<file path="config.mk">
export PLATFORM = sky130hd
export DESIGN_NAME = datapath_seq
export DESIGN_NICKNAME = d
export VERILOG_FILES = /design/src/rtl/datapath_seq.sv
export SDC_FILE = /design/constraint.sdc
export NUM_CORES = 1
export LEC_CHECK = 0
export CAP_MARGIN = 20
export CORE_MARGIN = 2
export CORE_UTILIZATION = 35
export CTS_CLUSTER_DIAMETER = 30
export DETAILED_ROUTE_END_ITERATION = 6
export GPL_TIMING_DRIVEN = 0
export SYNTH_ARGS = -nofsm -noshare
export SYNTH_HDL_FRONTEND = slang
export SYNTH_SLANG_ARGS = --single-unit
</file>
<file path="constraint.sdc">
create_clock -name clk -period 5 [get_ports clk]
set_input_delay 1 -clock clk [delete_from_list [all_inputs] [get_ports clk]]
set_output_delay 1 -clock clk [all_outputs]
set_load 0.05 [all_outputs]
</file>
<file path="src/rtl/datapath_seq.sv">
// Parametrised execution datapath (register file, operand latches, shifter, ALU,
// status, C register, writeback mux) driven by a start/busy/done command sequencer.
module datapath_seq #(
    parameter int WIDTH = 16,
    parameter int NREGS = 8,
    parameter int PCW   = 8,
    localparam int RW   = $clog2(NREGS),
    localparam int SW   = $clog2(WIDTH)
) (
    input  logic             clk,
    input  logic             reset,
    input  logic             start,
    input  logic [RW-1:0]    rn,
    input  logic [RW-1:0]    rm,
    input  logic [RW-1:0]    rd,
    input  logic [1:0]       ALUop,
    input  logic [1:0]       shift,
    input  logic [SW-1:0]    shamt,
    input  logic             asel,
    input  logic             bsel,
    input  logic [WIDTH-1:0] imm,
    input  logic [3:0]       vsel,
    input  logic             wb_en,
    input  logic             loads,
    input  logic [WIDTH-1:0] mdata,
    input  logic [PCW-1:0]   PC,
    output logic             busy,
    output logic             done,
    output logic [WIDTH-1:0] datapath_out,
    output logic [2:0]       Z_out
);

    localparam int MSB = WIDTH - 1;

    typedef enum logic [2:0] {IDLE, READA, READB, EXEC, WB} state_t;

    state_t           state;
    logic [WIDTH-1:0] regs [NREGS];
    logic [WIDTH-1:0] a_reg, b_reg, c_reg;
    logic [2:0]       status;

    logic [RW-1:0]    c_rn, c_rm, c_rd;
    logic [1:0]       c_aluop, c_shift;
    logic [SW-1:0]    c_shamt;
    logic             c_asel, c_bsel, c_wb_en, c_loads;
    logic [WIDTH-1:0] c_imm;
    logic [3:0]       c_vsel;

    logic [RW-1:0]    rd_idx;
    logic [WIDTH-1:0] rf_rdata;
    logic [WIDTH-1:0] b_sh, ain, bin, alu_res;
    logic             alu_v;
    logic [2:0]       flags;
    logic [WIDTH-1:0] wb_val;
    logic             wb_onehot, wr_ok;

    // Single read port: READA fetches rn, every other state presents rm.
    always_comb begin
        rd_idx   = (state == READA) ? c_rn : c_rm;
        rf_rdata = '0;
        if (int'(rd_idx) < NREGS)
            rf_rdata = regs[rd_idx];
    end

    always_comb begin
        b_sh = b_reg;
        case (c_shift)
            2'b01:   b_sh = b_reg << c_shamt;
            2'b10:   b_sh = b_reg >> c_shamt;
            2'b11:   b_sh = $signed(b_reg) >>> c_shamt;
            default: b_sh = b_reg;
        endcase
    end

    always_comb begin
        ain     = c_asel ? '0 : a_reg;
        bin     = c_bsel ? c_imm : b_sh;
        alu_res = '0;
        alu_v   = 1'b0;
        case (c_aluop)
            2'b00: begin
                alu_res = ain + bin;
                alu_v   = (ain[MSB] == bin[MSB]) && (alu_res[MSB] != ain[MSB]);
            end
            2'b01: begin
                alu_res = ain - bin;
                alu_v   = (ain[MSB] != bin[MSB]) && (alu_res[MSB] != ain[MSB]);
            end
            2'b10:   alu_res = ain & bin;
            default: alu_res = ~bin;
        endcase
        flags = {alu_v, alu_res[MSB], (alu_res == '0)};
    end

    always_comb begin
        wb_val    = '0;
        wb_onehot = 1'b1;
        case (c_vsel)
            4'b0001: wb_val = mdata;
            4'b0010: wb_val = c_imm;
            4'b0100: wb_val = WIDTH'(PC);
            4'b1000: wb_val = c_reg;
            default: wb_onehot = 1'b0;
        endcase
        wr_ok = c_wb_en && wb_onehot && (int'(c_rd) < NREGS);
    end

    always_ff @(posedge clk) begin
        if (reset) begin
            state   <= IDLE;
            busy    <= 1'b0;
            done    <= 1'b0;
            regs    <= '{default: '0};
            a_reg   <= '0;
            b_reg   <= '0;
            c_reg   <= '0;
            status  <= '0;
            c_rn    <= '0;
            c_rm    <= '0;
            c_rd    <= '0;
            c_aluop <= '0;
            c_shift <= '0;
            c_shamt <= '0;
            c_asel  <= 1'b0;
            c_bsel  <= 1'b0;
            c_imm   <= '0;
            c_vsel  <= '0;
            c_wb_en <= 1'b0;
            c_loads <= 1'b0;
        end else begin
            case (state)
                IDLE: begin
                    if (start) begin
                        c_rn    <= rn;
                        c_rm    <= rm;
                        c_rd    <= rd;
                        c_aluop <= ALUop;
                        c_shift <= shift;
                        c_shamt <= shamt;
                        c_asel  <= asel;
                        c_bsel  <= bsel;
                        c_imm   <= imm;
                        c_vsel  <= vsel;
                        c_wb_en <= wb_en;
                        c_loads <= loads;
                        busy    <= 1'b1;
                        state   <= READA;
                    end
                end
                READA: begin
                    a_reg <= rf_rdata;
                    state <= READB;
                end
                READB: begin
                    b_reg <= rf_rdata;
                    state <= EXEC;
                end
                EXEC: begin
                    c_reg <= alu_res;
                    if (c_loads)
                        status <= flags;
                    done  <= 1'b1;
                    state <= WB;
                end
                WB: begin
                    if (wr_ok)
                        regs[c_rd] <= wb_val;
                    done  <= 1'b0;
                    busy  <= 1'b0;
                    state <= IDLE;
                end
                default: state <= IDLE;
            endcase
        end
    end

    assign datapath_out = c_reg;
    assign Z_out        = status;

endmodule

</file>
==> qor.yml <==
cp_common_cell: "clkbuf_1"
grt_start_max_net_pins: 15
htreeDepth: 2
grt-ovfl-total: 0
critPathArrivalTime_ns: 5.31
coreArea_um2: 36700
period_share_pct: 96.4
cts_tree: "yes"
fmax_ghz: 0.207
num_vias: 13100
regMostFlops: "regs"
wire_per_inst_um: 24.2
yosys_warnings: 0
crit_chain: "clkbuf_1, mux2_2, o31ai_1, o32ai_1, a21oi_2, inv_1, ha_1, clkbuf_1, or3_1, a21o_1, o311ai_0, o21ai_0, xor2_1, nor2_1, a211o_1, a21oi_1"
syn_inst: 1546
drtIter0Drc: 1397
postRouteAntennaNets: 0
clk_pin_slew_ns: 0.05
max_slew.worst_pin.slew_ns: 1.11
die_h_um: 197
yosysTopAreaCellShare_pct: 34.4
peakVddDrop_mv: 0.354
fin_worst_skew_ns: 0.0293
max_cap_viol_count: 0
synth-seq-cells: 225
outcome: "complete, no violations"
cts_root_buf: "clkbuf_16"
finalCriticalPeriod_ns: 4.82
ys.flop_type: "dfxtp_1"
cts_buffer_depth: 3
instances_no_fill: 2196
crit_required_ns: 5.49
area_growth_syn_to_layout_pct: 24.7
grt_util_all_layers_pct: 27.0
final_layout_size_suffix_gt1_share_pct: 13.3
wirelength_um: 53100
nets: 1796
antenna_found_initial: 0
clock-sinks: 225
diodes: 0
synth_top_cell_by_area: "dfxtp_1"
place_congestion: 0.975
synth_cell_types: 73
power.total_mw: 6.44
synth_edf_count: 0
slew_violations: 0
via_per_inst: 5.96
cp-start-kind: "flip-flop"
io_buffers: 87
path_delay_family: "compound AO/OA/AOI/OAI gates"
syn_nets: 1648
die_x_um: 197
cts_buffers: 46
drc: 0
worstSetupPathType: "flip-flop to flip-flop"
hpwl_um: 39700
slowest_stage: "clkbuf_1"
grt_pass1_wl_um: 78800
power.density_nw_per_um2: 394
min_path_type: "flip-flop to flip-flop"
synth_sequential_area_ratio_pct: 34.4
std_cell_rows: 70
synthesis.area_um2: 13100
firstDrtPassIters: 7
largest_reg_flops: 128
p_leak_nw: 5.65
critPathMaxFanout: 10
dp.cells: 2114
clk_latency_ns: 0.57
critPathCaptureType: "flip-flop"
synth_area_leaders: "dfxtp_1 34%, a211oi_1 10%, mux4_2 9.5%"
fp.dieArea_um2: 39000
multi_input_area_um2: 7920
regArea_um2: 4510
num-fill-cells: 3599
initial_utilization_pct: 35.7
ys_async_sr_fraction_pct: 0
first_global_vias: 12500
crit_buf_inv: 3
postCtsHoldBufs: 0
hold_violations: 0
final_util_pct: 44.5
slowest_delay_ns: 0.63
ios: 89
slew_headroom_pct: 24.1
setup_viol: 0
syn_avg_cell_area_um2: 8.47
==> worst paths after layout <==
path / cells past startpoint / slack, ns / from / to
worst max-delay path: 16 / 0.18 / b_reg[7] / datapath_out[12]
worst min-delay path: 2 / 0.45 / c_rn[2] / c_rn[2]
worst max register to register: 16 / 0.18 / b_reg[7] / datapath_out[12]
worst min register to register: 2 / 0.45 / c_rn[2] / c_rn[2]
==> cell type report <==
cell class              count  area share (%)
plain buffers             153            3.98
inverters                  40           0.919
flip-flops and latches    225            27.6
well taps                 468            3.59
clock inverters            28            2.00
clock buffers              54            7.54
multi-input cells        1126            48.5
repair buffers            102            5.90
==> metal layers <==
layer / global-route usage [%] / vias to the layer above / wire length (um)
met5: 0 / - / 0
li1: - / 5985 / -
met2: 43.2 / 615 / 24300
met3: 6.95 / 142 / 5040
met1: 34.7 / 6347 / 21400
met4: 11.0 / 0 / 2250
==> cells by family (layout without fill, tap and decap cells) <==
group	Yosys count	after routing	synth area share, %
simple gates	518	518	17.5
compound gates	457	457	24.6
flops	225	225	34.4
buf+inv	195	377	6.04
mux	102	102	13.1
fa+ha+maj	34	34	3.36
xor+xnor	15	15	1.00
==> through the flow <==
| step | worst slack, ns | hold WS, ns | area, um2 | setup TNS (ns) |
|---|---|---|---|---|
| 2_1_floorplan | 1.02 | 0.436 | 13100 | 0 |
| 3_3_place_gp | -0.452 | 0.443 | 14600 | -1.44 |
| 3_5_place_dp | -0.435 | 0.448 | 14600 | -0.825 |
| 4_1_cts | 0.00802 | 0.455 | 16200 | 0 |
| 5_1_grt | -0.0566 | 0.480 | 16300 | -0.0566 |
| 6_report | 0.178 | 0.454 | 16300 | 0 |
==> placed cells by master, fill, tap and decap left out, types with 6 or more instances in the layout <==
cell and instances:
or3_1 6, a21o_1 8, xor2_1 6, ha_1 32
nand2_1 148, nor3_1 16, a22o_1 10, a21oi_1 92
clkbuf_2 11, o22ai_1 8, nor2_1 242, buf_1 6
clkdlybuf4s50_1 87, o21ai_0 32, nor4_1 7, clkinv_2 6
o221ai_1 7, clkinvlp_4 8, o211ai_1 9, a222oi_1 8
and2_1 7, or2_2 7, a221oi_1 12, inv_1 39
mux4_2 55, mux2_2 9, a31oi_1 9, mux2i_1 37
dfxtp_1 224, nand2b_1 15, nand3_1 10, clkbuf_16 46
a211o_1 8, buf_2 24, nor2b_1 24, xnor2_1 9
a211oi_1 177, clkbuf_1 118
==> power breakdown <==
group / total (mW) / internal, mW / leakage [nW] / switching [mW]
Combinational: 1.49 / 0.530 / 3.09 / 0.956
Sequential: 1.93 / 1.86 / 1.82 / 0.0666
Clock: 3.03 / 1.94 / 0.738 / 1.09
Total: 6.44 / 4.33 / 5.65 / 2.11
==> tightest hold or removal path: stages (launching register included) <==
cell and delay, ns:
dfxtp_1 0.30, nand2_1 0.05, a21oi_1 0.05
==> synthesized netlist by cell type, types with 18 or more instances <==
master / count
nor2_1: 242
dfxtp_1: 225
a211oi_1: 180
nand2_1: 148
clkbuf_1: 127
a21oi_1: 96
mux4_2: 55
inv_1: 39
mux2i_1: 38
o21ai_0: 35
ha_1: 32
nor2b_1: 25
nor3_1: 18
==> what timing repair did <==
action                     4_1_cts  5_1_grt
resized for setup               11       38
setup endpoints to repair        5       12
buffers inserted                 0        2
pin swaps                        0        2
(Power assumes the default switching activity.)
